**config.mk**
```make
export PLATFORM = sky130hd
export DESIGN_NAME = issue_scoreboard
export DESIGN_NICKNAME = d
export VERILOG_FILES = /design/src/rtl/apogeo_pkg.sv /design/src/rtl/writeback_slot_tracker.sv /design/src/rtl/issue_scoreboard.sv
export SDC_FILE = /design/constraint.sdc
export NUM_CORES = 1
export LEC_CHECK = 0
export ABC_AREA = 1
export CAP_MARGIN = 25
export CORE_ASPECT_RATIO = 1.2
export CORE_MARGIN = 2
export CORE_UTILIZATION = 62
export CTS_CLUSTER_SIZE = 12
export DETAILED_ROUTE_END_ITERATION = 8
export MAX_ROUTING_LAYER = met4
export PLACE_DENSITY_LB_ADDON = 0.25
export SETUP_SLACK_MARGIN = 0.05
export SYNTH_ARGS = -nofsm -noshare
export SYNTH_HDL_FRONTEND = slang
export SYNTH_SLANG_ARGS = --single-unit
```
**constraint.sdc**
```tcl
create_clock -name clk_i -period 5.16 [get_ports clk_i]
set_input_delay 0.774 -clock clk_i [delete_from_list [all_inputs] [get_ports clk_i]]
set_output_delay 0.774 -clock clk_i [all_outputs]
set_load 0.02 [all_outputs]
```
**src/rtl/apogeo_pkg.sv**
```systemverilog
// Shared Apogeo front-end definitions: ROB tag type, unit index map and the
// default pipelined-unit mask.
package apogeo_pkg;

   localparam int APOGEO_ROB_DEPTH = 32;
   typedef logic [$clog2(APOGEO_ROB_DEPTH)-1:0] rob_tag_t;

   localparam int UNIT_ALU = 0;
   localparam int UNIT_MUL = 1;
   localparam int UNIT_DIV = 2;
   localparam int UNIT_LSU = 3;

   // ALU and MUL accept one instruction per cycle; DIV and LSU do not.
   localparam logic [3:0] UNIT_PIPELINED_DEFAULT = 4'b0011;

endpackage

```
**src/rtl/writeback_slot_tracker.sv**
```systemverilog
// Future writeback-port occupancy: slot[k] set means a result lands k cycles
// from now. Flags a new instruction whose writeback would collide.
module writeback_slot_tracker #(
   parameter int MAX_LATENCY = 8,
   parameter int LAT_W       = $clog2(MAX_LATENCY + 1)
) (
   input  logic             clk,
   input  logic             clear,
   input  logic             issue,
   input  logic [LAT_W-1:0] latency,
   output logic             conflict,
   output logic             empty
);

   logic [MAX_LATENCY:1] slot;
   logic [MAX_LATENCY:1] slot_nxt;

   always_comb begin
      conflict = 1'b0;
      for (int k = 1; k <= MAX_LATENCY; k++)
         if (int'(latency) == k) conflict = slot[k];
   end

   // Shift toward slot 1; a latency-L issue lands in slot L-1 next cycle.
   always_comb begin
      slot_nxt = '0;
      for (int k = 1; k < MAX_LATENCY; k++)
         slot_nxt[k] = slot[k+1] | (issue && int'(latency) == k + 1);
   end

   always_ff @(posedge clk) begin
      if (clear) slot <= '0;
      else       slot <= slot_nxt;
   end

   assign empty = ~|slot;

endmodule

```
**src/rtl/issue_scoreboard.sv**
```systemverilog
// Issue controller: tracks pending registers, unit busy time, writeback slots
// and ROB occupancy, and decides each cycle whether decode's instruction issues.
module issue_scoreboard
   import apogeo_pkg::*;
#(
   parameter int                   ROB_DEPTH      = 32,
   parameter int                   NUM_UNITS      = 4,
   parameter int                   MAX_LATENCY    = 8,
   parameter logic [NUM_UNITS-1:0] UNIT_PIPELINED = UNIT_PIPELINED_DEFAULT
) (
   input  logic                                 clk_i,
   input  logic                                 rst_i,
   input  logic                                 flush_i,
   input  logic                                 stall_i,
   input  logic                                 valid_i,
   input  logic [NUM_UNITS-1:0]                 unit_i,
   input  logic [$clog2(MAX_LATENCY+1)-1:0]     latency_i,
   input  logic [1:0][4:0]                      src_reg_i,
   input  logic [1:0]                           src_valid_i,
   input  logic [4:0]                           dest_reg_i,
   input  logic                                 fence_i,
   input  logic                                 writeback_i,
   input  logic [4:0]                           writeback_reg_i,
   input  logic                                 rob_retire_i,
   output logic                                 issue_o,
   output logic                                 stall_o,
   output logic [$clog2(ROB_DEPTH)-1:0]         rob_tag_o,
   output logic                                 rob_full_o,
   output logic                                 pipeline_empty_o
);

   localparam int LAT_W = $clog2(MAX_LATENCY + 1);
   localparam int TAG_W = $clog2(ROB_DEPTH);
   localparam int OCC_W = TAG_W + 1;

   logic [31:0]          pending;
   logic [31:0]          pending_nxt;
   logic [LAT_W-1:0]     busy [NUM_UNITS];
   logic [NUM_UNITS-1:0] unit_busy;
   logic [OCC_W-1:0]     occ;
   logic [LAT_W-1:0]     lat;
   logic                 raw, waw, structural, slot_conflict, slots_empty;
   logic                 fence_block, hazard, clear, issue;

   assign lat   = (latency_i == '0) ? LAT_W'(1) : latency_i;
   assign clear = rst_i | flush_i;

   // A source being written back this cycle is forwarded, so it is not a hazard.
   always_comb begin
      raw = 1'b0;
      for (int i = 0; i < 2; i++)
         if (src_valid_i[i] && pending[src_reg_i[i]] &&
             !(writeback_i && writeback_reg_i == src_reg_i[i]))
            raw = 1'b1;
   end

   assign waw        = (dest_reg_i != 5'd0) && pending[dest_reg_i];
   assign structural = |(unit_i & ~UNIT_PIPELINED & unit_busy);

   assign rob_full_o       = (occ == OCC_W'(ROB_DEPTH));
   assign pipeline_empty_o = (pending == '0) && slots_empty && (unit_busy == '0);
   assign fence_block      = fence_i && !pipeline_empty_o;

   assign hazard  = raw | waw | structural | slot_conflict | rob_full_o | fence_block;
   assign issue   = valid_i & ~stall_i & ~hazard & ~clear;
   assign issue_o = issue;
   assign stall_o = valid_i & hazard;

   // Set after clear so a same-cycle issue to the written-back register wins.
   always_comb begin
      pending_nxt = pending;
      if (writeback_i) pending_nxt[writeback_reg_i] = 1'b0;
      if (issue && dest_reg_i != 5'd0) pending_nxt[dest_reg_i] = 1'b1;
      pending_nxt[0] = 1'b0;
   end

   always_ff @(posedge clk_i) begin
      if (clear) begin
         pending   <= '0;
         occ       <= '0;
         rob_tag_o <= '0;
      end else begin
         pending   <= pending_nxt;
         rob_tag_o <= rob_tag_o + TAG_W'(issue);
         if (issue && !rob_retire_i)
            occ <= occ + OCC_W'(1);
         else if (!issue && rob_retire_i && occ != '0)
            occ <= occ - OCC_W'(1);
      end
   end

   for (genvar u = 0; u < NUM_UNITS; u++) begin : g_unit
      assign unit_busy[u] = (busy[u] != '0);

      always_ff @(posedge clk_i) begin
         if (clear)                   busy[u] <= '0;
         else if (issue && unit_i[u]) busy[u] <= lat;
         else if (unit_busy[u])       busy[u] <= busy[u] - LAT_W'(1);
      end
   end

   writeback_slot_tracker #(
      .MAX_LATENCY (MAX_LATENCY),
      .LAT_W       (LAT_W)
   ) u_slots (
      .clk      (clk_i),
      .clear    (clear),
      .issue    (issue),
      .latency  (lat),
      .conflict (slot_conflict),
      .empty    (slots_empty)
   );

endmodule

```
==> run metrics, run 1 <==
Die Area=0.00819 sq mm; Worst EP required=4.39 ns; Leak=roughly 2.4 nW; placement-stage cell area=0.00514 sq mm; Mapped Nets=between 800 and 900; clock root buffer master=clkbuf_8; fin area=0.00539 sq mm; total grt overflow=0; final RePlAce weighted congestion=1.05; worst path bufs/invs=5; Detailed Place HPWL=10.6 mm; Mapped Cells=760; Rows=34; Filler cells=about 610; core footprint=between 0.007 and 0.008 sq mm; first-pass GRT wire length=24.5 mm; Routed WL=~15 mm; Initial Util=64.1%; initial antenna violation count=0; CP most frequent cell=nand3_1; Min-Delay Path Depth=2; Synth area leaders=dfxtp_1, nand2_1, edfxtp_1; Die W=83.0 um; Synth async-reset ratio=0%; average instance area after synthesis=6.10 sq um; min-delay src=u_slots.slot[6]; Top Family by Delay on Critical Path=buffers and inverters; Max VDD drop=218 uV; # setup viols final=0; CP Max Fanout=19; DRC violation count after routing=0; fraction of layout instances using a drive strength above 1=3.72%; DRT Pass-1 Iters=6; Sink Count=65; CTS tree=yes; Vias/cell=6.12; Hold Buf Count CTS=0; outcome=finished, final reports clean; boundary pin count=47; crit path launch type=primary input; worst skew pair latency=0.36 ns; CTS clk-pin slew, worst paths=0.07 ns; Max-Cap Viols=0; Distinct cells, synth=32; Hold Path Sink=u_slots.slot[5]; kind of critical path=in -> out; Worst R2R Start=busy[3][0]; top cells by count, synth=nand2_1, nor2_1, inv_1, nand3_1, o21ai_0; reg2reg path depth=24; post-layout minimum cycle time=4.29 ns; H-tree Lvls=3; antenna-violating nets left=0; top cell type's share of synthesized area=21.1%; CTS resizes=0; Post-synth EDFFs=16; I/O Buffers=46; Fmax=233 MHz; CP max-delay cell=clkdlybuf4s50_1; Final period util=83.1%; R2R setup slack=1.74 ns; setup TNS=0 ns; ys flop type=dfxtp_1; area leader, netlist=dfxtp_1; CP cell instances=clkdlybuf4s50_1 -> buf_4 -> inv_1 -> nand2_1 -> nand3_1 -> nand3_1 -> nand3_1 -> nand3_1 -> nand3_1 -> nand2_1 -> nor2_2 -> nand2_2 -> inv_2 -> clkdlybuf4s50_1; chip height=98.7 um; # diodes=0; TritonCTS buffer count=9; initial DRC count=a little under 600; actual slew at the worst max-slew pin=1.06 ns; CP arrival=about 3.5 ns; Worst Hold Class=reg -> reg; cell area power density=between 200 and 300 mW/mm^2; top-count cell post-synth=nand2_1; Vias=5491; vias in the first global route=approximately 5.2k; Syn Std Cell Area=~0.0046 sq mm; Pins Over Slew Limit=0; RR Endpoint=occ[5]; final hold violations=0; Critical Path End Type=primary output; Final Power=1.61 mW; slew margin rel.=between 20 and 30%; largest net degree at the start of global routing=46; routed len/inst=16.5 um; hold_ws=~0.48 ns; Clock Tree Buf Depth=2; synth warn=0; register area share after synthesis=31.5%; RSZ-0062 raised after global routing=no; Worst path max stage delay=0.59 ns; GRT Total Usage=37.9%; Post-CTS Setup Bufs=0; Yosys reg bits=65; Clock Skew=0.00944 ns; Final #Nets=851; area grow syn2layout=16.2%
worst register-to-register path, stage by stage (launching register included):
cell	delay [ns]
edfxtp_1	0.41
inv_1	0.10
ha_1	0.20
nand2_1	0.13
nor2_1	0.13
nand2_1	0.10
nor2_1	0.12
nand2_1	0.10
nand2_1	0.07
nand2_1	0.06
nor2_1	0.08
nand2_1	0.07
nor2_2	0.18
nand3_1	0.26
ha_1	0.43
a21oi_1	0.15
nand2_1	0.09
a21oi_1	0.14
nor2_1	0.05
nor2_1	0.13
inv_1	0.06
nand2_1	0.08
nand3_1	0.09
nand2_1	0.06
nor2_1	0.04
metal layers:
metal | routed length [um] | track usage (%)
met1 | 5310 | 40.9
met2 | 7200 | 63.3
met3 | 1310 | 6.95
met4 | 1020 | 25.7
met5 | 0 | -
cells by family after synthesis:
family | after synthesis | synth area share [%]
simple gates | 440 | 39.7
buf+inv | 120 | 10.5
compound gates | 110 | 12.5
flops | 65 | 31.5
xor+xnor | 14 | 2.64
fa+ha+maj | 11 | 3.13
layout make-up:
type	instances	area, sq um	area share, %
well taps	90	113	2.09
inverters	98	368	6.82
clock buffers	11	163	3.02
multi-input cells	575	2690	49.9
flip-flops and latches	65	1460	27.1
clock inverters	5	85.1	1.58
repair buffers	53	513	9.51
worst max-delay path by stage:
stage	start	to	slack [ns]	cells after the start
floorplan	src_reg_i[0]	occ[5]	1.92	23
global placement	src_reg_i[0]	occ[5]	0.96	23
detailed placement	src_reg_i[0]	occ[5]	0.86	23
CTS	src_reg_i[0]	issue_o	0.94	14
global route	src_reg_i[0]	issue_o	0.69	14
finish	src_reg_i[0]	issue_o	0.87	14
registers in the layout, summed over array words and instances (netlist names):
register,flops
occ,6
pending,31
busy,16
u_slots.slot,7
rob_tag_o,5
per-stage QoR:
step / instances / setup slack (ns) / utilization [%]
6_report: 897 / 0.871 / 74.6
5_1_grt: 897 / 0.694 / 74.6
4_1_cts: 897 / 0.937 / 74.6
3_5_place_dp: 881 / 0.863 / 71.1
3_3_place_gp: 881 / 0.960 / 71.1
2_1_floorplan: 760 / 1.92 / -
report_power, final:
part           switching [mW]  leakage (nW)  internal (mW)  total, mW
sequential             0.0333         0.577          0.579      0.613
combinational           0.287          1.66          0.171      0.458
clock                   0.228         0.121          0.316      0.544
cells in the final DEF (no fill, tap or decap), drive strengths merged, types with 2 or more instances in the layout:
cell,n
buf,7
clkdlybuf4s50,46
nand3,92
a21oi,45
clkbuf,11
nor3,14
nor2,105
nand2,208
inv,97
nand4,17
dfxtp,49
xor2,9
ha,10
o21bai,2
o22ai,11
bufinv,2
edfxtp,16
xnor2,5
clkinv,3
o21ai,50
Note: power is estimated with default switching activity, not from simulation.
==> inputs of run 2 (changes only) <==
--- a/config.mk
+++ b/config.mk
@@ -9,7 +9,7 @@
 export CAP_MARGIN = 25
 export CORE_ASPECT_RATIO = 1.2
 export CORE_MARGIN = 2
-export CORE_UTILIZATION = 62
+export CORE_UTILIZATION = 52
 export CTS_CLUSTER_SIZE = 12
 export DETAILED_ROUTE_END_ITERATION = 8
 export MAX_ROUTING_LAYER = met4
==> constraint.sdc (replaced) <==
create_clock -name clk_i -period 3.4 [get_ports clk_i]
set_input_delay 0.51 -clock clk_i [delete_from_list [all_inputs] [get_ports clk_i]]
set_output_delay 0.51 -clock clk_i [all_outputs]
set_load 0.02 [all_outputs]
==> run metrics, run 2 (synthesis gave the netlist of run 1 again) <==
Crit. Startpoint=src_reg_i[0] (unchanged); crit path launch type=primary input (unchanged); reg2reg path depth=23 (was 24); Rows=37 (was 34); Max-Cap Viols=0 (unchanged); worst path bufs/invs=5 (unchanged); Worst path max stage delay=0.51 ns (was 0.59 ns); Worst EP required=2.89 ns (was 4.39 ns); Initial Util=53.9% (was 64.1%); RR Endpoint=occ[5] (unchanged); final hold violations=0 (unchanged); routed len/inst=14.8 um (was 16.5 um); final core utilization=66.4% (was 74.6%); Final #Nets=885 (was 851); DRT Pass-1 Iters=5 (was 6); CP max-delay cell=clkdlybuf4s50_1 (unchanged); final RePlAce weighted congestion=1.07 (was 1.05); RSZ-0062 raised after global routing=yes (was no); boundary pin count=47 (unchanged); Worst R2R Start=busy[3][0] (unchanged); Largest Register=pending (unchanged); kind of critical path=in -> out (unchanged); first-pass GRT wire length=23.5 mm (was 24.5 mm); DP Cell Count=941 (was 881); max reg flops=31 (unchanged); fin area=0.00572 sq mm (was 0.00539 sq mm); Hold Buf Count CTS=0 (unchanged); Vias=5439 (was 5491); CP most frequent cell=nand3_1 (unchanged); CP Max Fanout=18 (was 19); CP arrival=2.66 ns (was 3.52 ns); CP cell instances=clkdlybuf4s50_1 -> buf_6 -> nand2_1 -> nand3_1 -> nand3_1 -> nand3_1 -> nand3_1 -> nand3_1 -> nand2_1 -> nor2_2 -> buf_4 -> nand2_2 -> inv_2 -> dlygate4sd2_1 (was clkdlybuf4s50_1 -> buf_4 -> inv_1 -> nand2_1 -> nand3_1 -> nand3_1 -> nand3_1 -> nand3_1 -> nand3_1 -> nand2_1 -> nor2_2 -> nand2_2 -> inv_2 -> clkdlybuf4s50_1); vias in the first global route=5088 (was 5230); Sink Count=65 (unchanged); Clock Skew=0.0149 ns (was 0.00944 ns); I/O Buffers=46 (unchanged); Vias/cell=5.68 (was 6.12); Die Area=0.00969 sq mm (was 0.00819 sq mm); worst skew pair latency=0.36 ns (about the same); CTS tree=yes (unchanged); FF+latch area=0.00146 sq mm (unchanged); Top Family by Delay on Critical Path=buffers and inverters (unchanged); placement-stage cell area=0.00545 sq mm (was 0.00514 sq mm); area grow syn2layout=23.3% (was 16.2%); Die W=90.2 um (was 83.0 um); Routed WL=14.2 mm (was 14.8 mm); chip height=107 um (was 98.7 um); Final period util=93.2%; post-route non-filler standard cell count=957 (was 897); Final Power=2.41 mW (was 1.61 mW); H-tree Lvls=3 (unchanged); Pins Over Slew Limit=0 (unchanged); cell area power density=422 mW/mm^2 (was 299 mW/mm^2); slew margin rel.=59.0% (was 29.4%); actual slew at the worst max-slew pin=0.612 ns (was 1.06 ns); commonest cells after routing, fill and taps aside=nand2_1, nor2_1, inv_1, nand3_1 (was nand2_1, nor2_1, inv_1); Critical Path End Type=primary output (unchanged); Fmax=315 MHz; post-layout minimum cycle time=between 3 and 4 ns; Worst Hold Class=reg -> reg (unchanged); largest net degree at the start of global routing=46 (unchanged); fraction of layout instances using a drive strength above 1=7.98% (was 3.72%); DRC violation count after routing=0 (unchanged); Crit. path cell count=14 (unchanged); setup TNS=0 ns (unchanged); Leak=2.54 nW (was 2.36 nW); Clock Tree Buf Depth=2 (unchanged); core footprint=0.00861 sq mm (was 0.00723 sq mm); # setup viols final=0 (unchanged); multi-input logic area=0.00271 sq mm (was 0.00269 sq mm); antenna-violating nets left=0 (unchanged); Max VDD drop=378 uV (was 218 uV); initial DRC count=625 (was 595); clock root buffer master=clkbuf_8 (unchanged); Filler cells=805 (was 605); # diodes=0 (unchanged); R2R setup slack=0.30 ns (was 1.74 ns); initial antenna violation count=0 (unchanged); largest registers=pending x31, busy x16, u_slots.slot x7 (unchanged); Critical Path Sink=issue_o (unchanged); GRT Total Usage=30.9% (was 37.9%); CTS clk-pin slew, worst paths=0.07 ns (about the same); Detailed Place HPWL=10.8 mm (was 10.6 mm); outcome=finished, final reports clean (unchanged); most common cell after layout, fill and taps aside=nand2_1 (unchanged); total grt overflow=0 (unchanged); TritonCTS buffer count=9 (unchanged)
==> run 2: cell count changes in the layout (fill, tap and decap cells not counted), sizes merged <==
cell	change
buf	+34
clkbuf	+1
clkdlybuf4s50	-3
clkinv	-1
dlygate4sd2	+2
dlymetal6s2s	+1
inv	-1
==> run 2: through the flow <==
stage               worst slack (ns)  hold WS [ns]
finish                         0.230         0.470
global route                 -0.0285         0.491
CTS                            0.134         0.468
detailed placement            -0.198         0.459
global placement             -0.0729         0.456
floorplan                      0.425         0.443
==> run 2: worst register-to-register path, cell delays in order, from the launching register on <==
cell,delay [ns]
edfxtp_1,0.40
inv_1,0.09
ha_1,0.19
nand2_1,0.11
nor2_1,0.12
nand2_1,0.07
nor2_1,0.14
nand2_1,0.11
nand2_1,0.07
nand2_1,0.04
nor2_1,0.09
nand2_1,0.08
nor2_2,0.18
nand3_2,0.13
buf_4,0.18
ha_1,0.32
a21oi_1,0.17
nor2_1,0.05
nor2_1,0.13
inv_1,0.05
nand2_1,0.08
nand3_1,0.08
nand2_1,0.07
nor2_1,0.04
==> run 2: per-layer routing <==
layer,share of wire (%),up-vias,GRT usage [%]
met2,49,284,53.8
met3,7.1,65,5.60
li1,-,2626,-
met5,0,-,-
met4,4.1,0,14.0
met1,39,2464,35.0
==> run 2: how the worst min path moves through the flow <==
stage / to / slack [ns] / cells after the start / from
global route: u_slots.slot[2] / 0.49 / 2 / u_slots.slot[3]
floorplan: u_slots.slot[2] / 0.44 / 2 / u_slots.slot[3]
finish: u_slots.slot[4] / 0.47 / 2 / u_slots.slot[5]
CTS: u_slots.slot[4] / 0.47 / 2 / u_slots.slot[5]
detailed placement: u_slots.slot[4] / 0.46 / 2 / u_slots.slot[5]
global placement: u_slots.slot[4] / 0.46 / 2 / u_slots.slot[5]
==> run 2: layout make-up <==
cell class	count	area share, %
multi-input cells	575	47.3
flip-flops and latches	65	25.6
repair buffers	87	14.2
inverters	98	6.50
clock buffers	12	2.71
well taps	117	2.56
clock inverters	3	1.14
==> run 2: where the power goes <==
group / internal [mW] / switching, mW / total (mW)
logic: 0.300 / 0.435 / 0.735
clock network: 0.448 / 0.298 / 0.746
registers: 0.880 / 0.0509 / 0.931
==> run 2: repair_timing <==
action / 4_1_cts / 5_1_grt
setup buffers: 1 / 0
setup endpoints to repair: 1 / 3
resized for setup: 7 / 4
==> inputs of run 3 (changes only) <==
--- a/config.mk
+++ b/config.mk
@@ -12,9 +12,11 @@
 export CORE_UTILIZATION = 52
 export CTS_CLUSTER_SIZE = 12
 export DETAILED_ROUTE_END_ITERATION = 8
+export GPL_TIMING_DRIVEN = 0
 export MAX_ROUTING_LAYER = met4
 export PLACE_DENSITY_LB_ADDON = 0.25
 export SETUP_SLACK_MARGIN = 0.05
+export SLEW_MARGIN = 0
 export SYNTH_ARGS = -nofsm -noshare
 export SYNTH_HDL_FRONTEND = slang
 export SYNTH_SLANG_ARGS = --single-unit
==> run metrics, run 3 (synthesis gave the netlist of run 1 again) <==
Max-Cap Viols=0 (unchanged); CP max-delay cell=clkdlybuf4s50_1 (unchanged); GRT Total Usage=31.4% (was 30.9%); Sink Count=65 (unchanged); first-pass GRT wire length=23.6 mm (was 23.5 mm); H-tree Lvls=3 (unchanged); most common cell after layout, fill and taps aside=nand2_1 (unchanged); chip height=107 um (unchanged); Max VDD drop=407 uV (was 378 uV); CP Max Fanout=5 (was 18); fin area=0.00551 sq mm (was 0.00572 sq mm); cell area power density=405 mW/mm^2 (was 422 mW/mm^2); Die W=90.2 um (unchanged); initial DRC count=491 (was 625); Clock Skew=0.00976 ns (was 0.0149 ns); crit path launch type=primary input (unchanged); Worst path max stage delay=0.60 ns (was 0.51 ns); DRC violation count after routing=0 (unchanged); Critical Path End Type=primary output (unchanged); largest net degree at the start of global routing=12 (was 46); max reg flops=31 (unchanged); R2R setup slack=0.26 ns (was 0.30 ns); clock root buffer master=clkbuf_8 (unchanged); slew margin rel.=59.2% (was 59.0%); Hold Buf Count CTS=0 (unchanged); Routed WL=15.0 mm (was 14.2 mm); largest registers=pending x31, busy x16, u_slots.slot x7 (unchanged); fraction of layout instances using a drive strength above 1=7.77% (was 7.98%); Largest Register=pending (unchanged); Top Family by Delay on Critical Path=buffers and inverters (unchanged); CP cell instances=clkdlybuf4s50_1 -> inv_1 -> nor2_1 -> nand2_1 -> nor2_1 -> nand2_1 -> nand4_1 -> nor2_1 -> nand2_1 -> nor2_4 -> nor2_1 -> clkdlybuf4s50_1 (was clkdlybuf4s50_1 -> buf_6 -> nand2_1 -> nand3_1 -> nand3_1 -> nand3_1 -> nand3_1 -> nand3_1 -> nand2_1 -> nor2_2 -> buf_4 -> nand2_2 -> inv_2 -> dlygate4sd2_1); CTS clk-pin slew, worst paths=0.07 ns (about the same); worst skew pair latency=0.36 ns (about the same); Vias/cell=5.62 (was 5.68); Initial Util=53.9% (unchanged); Final WS setup=0.160 ns (was 0.230 ns); TritonCTS buffer count=9 (unchanged); CTS tree=yes (unchanged); Rows=37 (unchanged); Fmax=309 MHz (was 315 MHz); DRT Pass-1 Iters=6 (was 5); final RePlAce weighted congestion=1.02 (was 1.07); Final #Nets=868 (was 885); # diodes=0 (unchanged); Worst EP required=2.89 ns (about the same); RSZ-0062 raised after global routing=yes (unchanged); Final period util=95.3% (was 93.2%); antenna-violating nets left=0 (unchanged); Die Area=0.00969 sq mm (unchanged); outcome=finished, final reports clean (unchanged); # setup viols final=0 (unchanged); kind of critical path=in -> out (unchanged); I/O Buffers=42 (was 46); Vias=5288 (was 5439); final hold violations=0 (unchanged); routed len/inst=15.9 um (was 14.8 um); vias in the first global route=5085 (was 5088); initial antenna violation count=0 (unchanged); post-layout minimum cycle time=3.24 ns (was 3.17 ns); Clock Tree Buf Depth=2 (unchanged); Final Power=2.23 mW (was 2.41 mW); pre-CTS WS=-0.516 ns (was -0.198 ns); commonest cells after routing, fill and taps aside=nand2_1, nor2_1, nand3_1 (was nand2_1, nor2_1, inv_1, nand3_1); Filler cells=845 (was 805); Detailed Place HPWL=11.4 mm (was 10.8 mm); placement-stage cell area=0.00520 sq mm (was 0.00545 sq mm); actual slew at the worst max-slew pin=0.608 ns (was 0.612 ns); CP most frequent cell=nor2_1 (was nand3_1); worst path bufs/invs=3 (was 5); core footprint=0.00861 sq mm (unchanged); area grow syn2layout=18.8% (was 23.3%); total grt overflow=0 (unchanged); Worst Hold Class=reg -> reg (unchanged); boundary pin count=47 (unchanged); Pins Over Slew Limit=0 (unchanged); Leak=2.46 nW (was 2.54 nW); CP arrival=2.73 ns (was 2.66 ns)
## run 3: changes by cell type in the layout (fill, tap and decap cells not counted), sizes merged
| cell | change |
|---|---|
| buf | -19 |
| clkdlybuf4s50 | -9 |
| clkbuf | +7 |
| dlymetal6s2s | +5 |
| clkinv | +3 |
| bufinv | -2 |
| clkinvlp | -1 |
| dlygate4sd2 | -1 |
| inv | +1 |
## run 3: per-stage QoR
step	TNS (ns)	hold WS, ns	utilization, %	cells
detailed placement	-1.74	0.467	60.4	919
global placement	-1.59	0.456	60.4	919
CTS	0	0.476	62.4	935
global route	-0.00974	0.500	64.0	941
finish	0	0.476	64.0	941
floorplan	0	0.443	-	760
## run 3: worst paths after layout
path	cells past startpoint	from	endpoint
max	12	latency_i[2]	stall_o
min	2	u_slots.slot[3]	u_slots.slot[2]
max reg2reg	23	busy[1][0]	occ[5]
min reg2reg	2	u_slots.slot[3]	u_slots.slot[2]
## run 3: repair_timing
item                       in CTS  in global routing
setup endpoints to repair       4                  5
buffers inserted                0                  6
gates resized for setup        11                 28
pin swaps                       0                  6
## run 3: worst reg2reg max path, cell delays in order (launching register included)
cell	delay [ns]
edfxtp_1	0.43
inv_1	0.08
ha_1	0.19
nand2_1	0.10
nor2_1	0.13
nand2_1	0.08
nor2_2	0.14
nand2_1	0.08
nand2_1	0.06
nand2_1	0.06
nor2_1	0.09
nand2_1	0.09
nor2_4	0.18
nand3_4	0.14
buf_4	0.18
ha_1	0.32
a21oi_1	0.16
nor2_1	0.05
nor2_1	0.13
inv_1	0.06
nand2_1	0.08
nand3_1	0.09
nand2_1	0.08
nor2_1	0.04
## run 3: per-layer routing
metal / track usage (%) / share of wire, %
met5: - / 0
met4: 16.2 / 4.3
met3: 5.11 / 5.6
met2: 58.5 / 52
met1: 31.9 / 38
## run 3: report_power, final
part | total (mW) | leakage, nW | internal [mW] | switching, mW
clock | 0.560 | 0.0839 | 0.260 | 0.300
sequential | 0.931 | 0.577 | 0.880 | 0.0505
combinational | 0.742 | 1.80 | 0.283 | 0.459
total | 2.23 | 2.46 | 1.42 | 0.809
## run 3: layout make-up
type                       count  area [sq um]  area share [%]
tap                          117           146            2.66
buffer                        22           128            2.32
timing repair buffer          48           474            8.60
clock buffer                  12           135            2.45
multi-input combinational    575          2780            50.4
sequential                    65          1460            26.5
clock inverter                 4          20.0           0.363
inverter                      98           370            6.72
